<file path="config.mk">
export PLATFORM = sky130hd
export DESIGN_NAME = mam_mem_responder
export DESIGN_NICKNAME = d
export VERILOG_FILES = /design/src/rtl/mam_pkg.sv /design/src/rtl/mam_mem_sram.sv /design/src/rtl/mam_mem_responder.sv
export SDC_FILE = /design/constraint.sdc
export NUM_CORES = 2
export LEC_CHECK = 0
export BUFFER_PORTS_ARGS = -buffer_cell sky130_fd_sc_hd__buf_4
export CORE_AREA = 3 3 738 740
export CTS_CLUSTER_DIAMETER = 30
export DETAILED_ROUTE_END_ITERATION = 16
export DIE_AREA = 0 0 741 743
export SLEW_MARGIN = 20
export SYNTH_ARGS = -nofsm -noshare
export SYNTH_HDL_FRONTEND = slang
export SYNTH_HIERARCHICAL = 1
export SYNTH_SLANG_ARGS = --single-unit
</file>
<file path="constraint.sdc">
create_clock -name clk -period 2.9 [get_ports clk]
set_input_delay 0.58 -clock clk [delete_from_list [all_inputs] [get_ports clk]]
set_output_delay 0.58 -clock clk [all_outputs]
set_load 0.02 [all_outputs]
</file>
<file path="src/rtl/mam_pkg.sv">
// mam_pkg: shared state encoding and beat-count width for the MAM memory responder
package mam_pkg;
    localparam int BEAT_W = 14;
    typedef enum logic [1:0] {IDLE, WRITE, READ} state_t;
endpackage

</file>
<file path="src/rtl/mam_mem_sram.sv">
// mam_mem_sram: single-port word array with per-byte write enables and a registered read port
module mam_mem_sram #(
    parameter int DATA_WIDTH = 16,
    parameter int MEM_WORDS  = 256
) (
    input  logic                         clk,
    input  logic                         rst,
    input  logic [$clog2(MEM_WORDS)-1:0] addr,
    input  logic                         we,
    input  logic [DATA_WIDTH/8-1:0]      be,
    input  logic [DATA_WIDTH-1:0]        wdata,
    input  logic                         re,
    output logic [DATA_WIDTH-1:0]        rdata
);
    logic [DATA_WIDTH-1:0] mem [MEM_WORDS];
    always_ff @(posedge clk)
        if (we)
            for (int i = 0; i < DATA_WIDTH/8; i++)
                if (be[i]) mem[addr][8*i +: 8] <= wdata[8*i +: 8];
    // only the read register is reset; the array keeps its contents
    always_ff @(posedge clk or posedge rst)
        if (rst) rdata <= '0;
        else if (re) rdata <= mem[addr];
endmodule

</file>
<file path="src/rtl/mam_mem_responder.sv">
// mam_mem_responder: MAM system-bus memory endpoint with byte-enabled array and per-beat wait states
module mam_mem_responder import mam_pkg::*; #(
    parameter int                    DATA_WIDTH  = 16,
    parameter int                    ADDR_WIDTH  = 32,
    parameter int                    MEM_WORDS   = 256,
    parameter logic [ADDR_WIDTH-1:0] BASE_ADDR   = '0,
    parameter int                    WAIT_CYCLES = 0
) (
    input  logic                    clk,
    input  logic                    rst,
    input  logic                    req_valid,
    output logic                    req_ready,
    input  logic                    req_rw,
    input  logic [ADDR_WIDTH-1:0]   req_addr,
    input  logic                    req_burst,
    input  logic [BEAT_W-1:0]       req_beats,
    input  logic                    write_valid,
    input  logic [DATA_WIDTH-1:0]   write_data,
    input  logic [DATA_WIDTH/8-1:0] write_strb,
    output logic                    write_ready,
    output logic                    read_valid,
    output logic [DATA_WIDTH-1:0]   read_data,
    input  logic                    read_ready,
    output logic                    addr_err
);
    localparam int BYTES = DATA_WIDTH/8;
    localparam int SHIFT = $clog2(BYTES);
    localparam int IW    = $clog2(MEM_WORDS);
    localparam logic [3:0] WAIT = 4'(WAIT_CYCLES);
    localparam logic [ADDR_WIDTH:0] LIMIT = {1'b0, BASE_ADDR} + (ADDR_WIDTH+1)'(MEM_WORDS*BYTES);

    state_t            state;
    logic [IW-1:0]     idx;
    logic [BEAT_W-1:0] cnt;
    logic [3:0]        wcnt;
    logic [BEAT_W-1:0] beats;
    logic              req_hs, wr_hs, rd_ld, rd_done, oob;

    assign beats       = (req_burst && req_beats != '0) ? req_beats : BEAT_W'(1);
    assign oob         = (req_addr < BASE_ADDR) || ({1'b0, req_addr} >= LIMIT);
    assign req_hs      = req_valid && req_ready;
    assign write_ready = (state == WRITE) && (wcnt == '0);
    assign wr_hs       = write_valid && write_ready;
    // the output register refills as soon as it is empty or being drained
    assign rd_ld       = (state == READ) && (wcnt == '0) && (cnt != '0) && (!read_valid || read_ready);
    assign rd_done     = (state == READ) && read_valid && read_ready && (cnt == '0);

    always_ff @(posedge clk or posedge rst)
        if (rst) begin
            state      <= IDLE;
            req_ready  <= 1'b0;
            read_valid <= 1'b0;
            addr_err   <= 1'b0;
            wcnt       <= '0;
            idx        <= '0;
            cnt        <= '0;
        end else begin
            wcnt <= (req_hs || wr_hs || rd_ld) ? WAIT : (wcnt != '0 ? wcnt - 1'b1 : wcnt);
            if (state == IDLE && !req_hs) req_ready <= 1'b1;
            if (req_hs) begin
                state     <= req_rw ? WRITE : READ;
                req_ready <= 1'b0;
                idx       <= IW'((req_addr - BASE_ADDR) >> SHIFT);
                cnt       <= beats;
                if (oob) addr_err <= 1'b1;
            end
            if (wr_hs) begin
                idx <= idx + 1'b1;
                cnt <= cnt - 1'b1;
                if (cnt == BEAT_W'(1)) begin
                    state     <= IDLE;
                    req_ready <= 1'b1;
                end
            end
            if (rd_ld) begin
                idx        <= idx + 1'b1;
                cnt        <= cnt - 1'b1;
                read_valid <= 1'b1;
            end else if (read_ready) read_valid <= 1'b0;
            if (rd_done) begin
                state     <= IDLE;
                req_ready <= 1'b1;
            end
        end

    mam_mem_sram #(.DATA_WIDTH(DATA_WIDTH), .MEM_WORDS(MEM_WORDS)) u_sram (
        .clk   (clk),
        .rst   (rst),
        .addr  (idx),
        .we    (wr_hs),
        .be    (write_strb),
        .wdata (write_data),
        .re    (rd_ld),
        .rdata (read_data)
    );
endmodule

</file>
After elaboration in Yosys (flattened, before gate mapping) --
Memories as Yosys holds them, arrays and structs flattened. A register that Yosys moved wholly into a read port is not among the register bits. Index checks and enable logic that the tools add are counted.
Operators by class: multiplexer cells 27, reduce and logical (&&, ||, !) cells 27, eq/ne operators 3, order comparisons 2, add/subtract/negate cells 3
Operators with widths (count):
- $mux 14 | 4
- $ge 32x10->1 const B | 1
- $lt 32x1->1 const B | 1
- $reduce_bool 14->1 | 2
- $mux 8 | 3
- $eq 14x1->1 const B | 1
- $logic_not 14->1 | 1
- $sub 14x1->14 const B | 1
- $mux 1 | 13
- $logic_and 1x1->1 | 11
- $mux 2 | 5
- $add 8x1->8 const B | 1
- $mux 4 | 2
- $logic_not 4->1 | 1
- $logic_or 1x1->1 | 4
- $reduce_bool 2->1 | 2
- $reduce_bool 4->1 | 1
- $sub 4x1->4 const B | 1
- $reduce_bool 3->1 | 1
- $eq 2x1->1 const B | 1
- $eq 2x2->1 const B | 1
- $logic_not 1->1 | 2
- $logic_not 2->1 | 1
- $reduce_and 2->1 | 1
Storage, ports and cells: memory bits (writable) 4096, memories 1, input port bits 71, output and inout bits 20, register bits after elaboration 31
Memories:
- u_sram.mem | words 256, bits a word 16, rd ports 1, clocked after memory_dff 1, wr ports 1, RTL line mam_mem_sram.sv:15 | logic [DATA_WIDTH-1:0] mem [MEM_WORDS];

Logic depth before layout (Yosys ltp) --
word-level depth 8, depth in mapped cells 13, depth with buffers taken out 10

Modules after synthesis --
Netlist, hierarchy kept.
Modules (own cells, without submodules):
- mam_mem_sram | times used 1, sequential area each 123398.3 µm², cells an instance 7406, area each 159583.1 µm²
- mam_mem_responder | times used 1, sequential area each 775.7 µm², cells an instance 227, area each 1976.9 µm²

Worst setup path before layout --
OpenSTA, ideal clock, no wires.
kind register to register, start point register wcnt[0], end point memory u_sram.mem[177][10], enable pin, arrival 2.634 ns, required time 2.530 ns, setup slack -0.104 ns, library setup time 0.370 ns, cell stages (with the launch flop) 12, clock period less this slack 3.004 ns, path through dfrtp_1 > inv_1 > ha_1 > nor3b_1 > and3_1 > clkbuf_1 > and2_1 > clkbuf_1 > clkbuf_1 > nand3_1 > clkbuf_1 > nor2_1
On the way: word-level cells in the longest chain between the ends 5
RTL lines:
- start, declared | RTL line mam_mem_responder.sv:35 | logic [3:0] wcnt;
- start signal, assigned | RTL line mam_mem_responder.sv:58 | wcnt <= (req_hs || wr_hs || rd_ld) ? WAIT : (wcnt != '0 ? wcnt - 1'b1 : wcnt);
- $logic_not 4->1 | RTL line mam_mem_responder.sv:42 | assign write_ready = (state == WRITE) && (wcnt == '0);
- $logic_and 1x1->1 | RTL line mam_mem_responder.sv:42
- $logic_and 1x1->1 | RTL line mam_mem_responder.sv:43 | assign wr_hs = write_valid && write_ready;
- named net wr_hs | RTL line mam_mem_responder.sv:37 | logic req_hs, wr_hs, rd_ld, rd_done, oob;
- $mux 1 | RTL line mam_mem_sram.sv:17 | if (we)
- $mux 1 (not written as such) | RTL line mam_mem_sram.sv:19 | if (be[i]) mem[addr][8*i +: 8] <= wdata[8*i +: 8];
- end, declared | RTL line mam_mem_sram.sv:15
The timed path passes the listed nets, and every way through them passes these cells.

==> flow_summary.yaml <==
outcome:
  status: "finished with violations"
  violations: "negative setup slack"
detailed_routing:
  routedWlPerCell_um: 26.7
  wl_met3_um: 45100
  wl_met2_um: 227000
  vias: 88700
  routedLengthMet1_um: 181000
  ant_nets: 0
  wirelength_um: 469000
  first_iter_violations: 11200
  dr.pass1.iters: 6
  drc: 0
  viasPerCell: 5.06
  maxUsedRoutingLayer: "met5"
clocking:
  cts_inserted_buffers: 706
  clk_pin_slew_ps: 50
  clock_path_buffers: 4
  cts_tree: "yes"
  clk_latency_ps: 1080
  cts_num_sinks: 4143
  htreeDepth: 6
  ctsRootBufferMaster: "clkbuf_16"
timing:
  fin_crit_sh: 1.06
  whs_ps: 64.3
  fin_ws_ps: -186
  rsz0062_at_grt: "true"
  fin_crit_ps: 3090
  setup_viol: 19
  fmax_ghz: 0.324
  hold_violations: 0
  slew_headroom: 0.404
  finClkSkew_ps: 54.4
  worst_slew_pin_slew_ps: 894
  maxSlewViolCount: 0
global_route:
  grt_start_max_net_pins: 104
  grt_pass1_vias: 91200
  grt_overflow: 0
  grt_pass1_wl_um: 668000
  grt_usage: 0.166
  antenna_found_initial: 14
placement:
  gp_congestion: 0.848
  portBuffers: 89
  place_hpwl_um: 299000
cells_and_area:
  layout_common_cells: "edfxtp_1, buf_4, mux4_2"
  final_net_count: 9796
  final_util: 0.393
  area_growth_pct: 31.4
  final_common_cell: "edfxtp_1"
  drive_above_1_share: 0.414
die:
  die_y_um: 743
  die_w_um: 741
  row_count: 270
  fp.coreArea_mm2: 0.540
  start_util: 0.299
  die_area_mm2: 0.551
  ioPinCount: 91
yosys:
  syn_avg_cell_area_um2: 21.2
  ys_types: 75
  netlist_area_mm2: 0.162
  synth_top_area_frac: 0.761
  syn-num-nets: 7709
  synth-main-ff-cell: "edfxtp_1"
  async_flop_share: 0.0113
  synth_cells: 7633
  synth_top_area_cell: "edfxtp_1"
  synth-seq-cells: 4143
  ys_seq_area_frac: 0.769
  synth-edff-count: 4096
  yosys_warnings: 6
  yosys-top-cells-area: "edfxtp_1, mux4_2, mux2i_1"
power_and_ir_drop:
  sw_frac_of_total: 0.299
  p_clk_frac: 0.396
  power_frac_seq: 0.314
  power_density_mw_per_mm2: 1000
  p_int_w: 0.150
  ir_worst_vdd_mv: 0.685
  p_sw_w: 0.0636
  p_leak_nw: 71.5
  combinationalPowerShare: 0.290
worst_setup_path:
  crit_type: "register to register"
  cp_data_arrival_time_ps: 4020
  cp-start-kind: "register"
  worst_setup_path_end_kind: "register"
  crit_slowest_cell: "mux4_2"
  cpPeakStageDelay_ps: 490
  crit_fanout: 8
  worst_ep_required_time_ps: 3840
  critical_path.cell_chain: "buf_12 > buf_12 > mux4_2 > mux2_2 > a21oi_4 > buf_4 > nand4_1 > buf_4 > a211o_1 > o32a_1"
flow_run:
  cap_violations: 0
min_path:
  holdCritPathClass: "primary input to register"
through the flow:
step	setup WS (ps)	area [um2]	cells	setup TNS (ps)	total power, W
floorplan	-104	162000	7633	-138230	0.0975
global route	-188	212000	17500	-2420	0.220
finish	-186	212000	17500	-1840	0.213
global placement	-981	183000	16000	-180170	0.123
detailed placement	-906	183000	16000	-282100	0.123
CTS	-127	211000	17500	-1330	0.212
routing by layer:
metal  up-vias  track usage
met5         -            0
met4         4       0.0548
met3       789       0.0382
met2      4437        0.271
met1     47000        0.219
li1      36400            -
registers in the layout (all words and copies together), names as in the netlist:
signal / cells
u_sram/mem: 4096
u_sram/rdata: 16
cnt: 14
idx: 8
wcnt: 4
state: 2
addr_err: 1
read_valid: 1
req_ready: 1
cells by family after synthesis:
kind of cell	Yosys count	synth area share
xor gates and xnor gates	3	0.000163
AOI/OAI and AO/OA	487	0.0213
adders and majority gates	5	0.000387
DFF	4143	0.769
buffers and inverters	478	0.0168
muxes	1355	0.161
and+or+nand+nor	1162	0.0315
final timing paths:
path	from	end	slack (ps)	cells after the start
worst max-delay path	idx[0]	u_sram/rdata[5]	-190	10
worst min-delay path	write_data[14]	u_sram/mem[12][14]	60	1
worst max register to register	idx[0]	u_sram/rdata[5]	-190	10
worst min register to register	addr_err	addr_err	500	1
max in group asynchronous	rst	cnt[12]	1990	4
min in group asynchronous	rst	idx[0]	250	3
power groups by stage:
stage,sequential [W],combinational (W),clock (W)
after floorplan,0.0677,0.0298,0
after global placement,0.0682,0.0544,0
after detailed placement,0.0682,0.0547,0
after CTS,0.0669,0.0599,0.0855
after global routing,0.0669,0.0642,0.0885
final,0.0669,0.0618,0.0844
cell type report:
cell class                 count  area (um2)
fill                       47300      327000
sequential                  4143      124000
multi-input combinational   3012       36300
clock buffer                 784       18300
timing repair buffer        1842       18100
tap                         7208        9020
clock inverter               527        6290
inverter                      15        73.8
antenna                        3        7.51
worst max-delay path: cells and delay by family (launching register included):
family          cells  cell delay (ps)
mux                 2              810
buf+inv             4              730
compound gates      3              750
flops               1              440
simple gates        1              220
synthesized netlist by cell type (28+ instances only):
cell and number:
clkbuf_1 161, buf_4 88, nand3_1 109, mux4_2 997, o22ai_1 82, a22oi_1 101
edfxtp_1 4096, buf_6 55, nand4_1 55, buf_2 129, a31oi_1 29, mux2i_1 335
a21oi_1 54, nand2_1 277, nor2_1 570, buf_1 28, o21ai_0 34, dfrtp_1 47
what timing repair did:
| item | CTS | global route |
|---|---|---|
| setup buffers | 85 | 53 |
| resized for setup | 297 | 169 |
| pin swaps | 52 | 45 |
| endpoints found under the hold margin | 304 | 0 |
| hold buffers | 46 | 0 |
| endpoints found under the setup margin | 2741 | 367 |
| cloned | 20 | 8 |
Note: power is estimated with default switching activity, not from simulation.
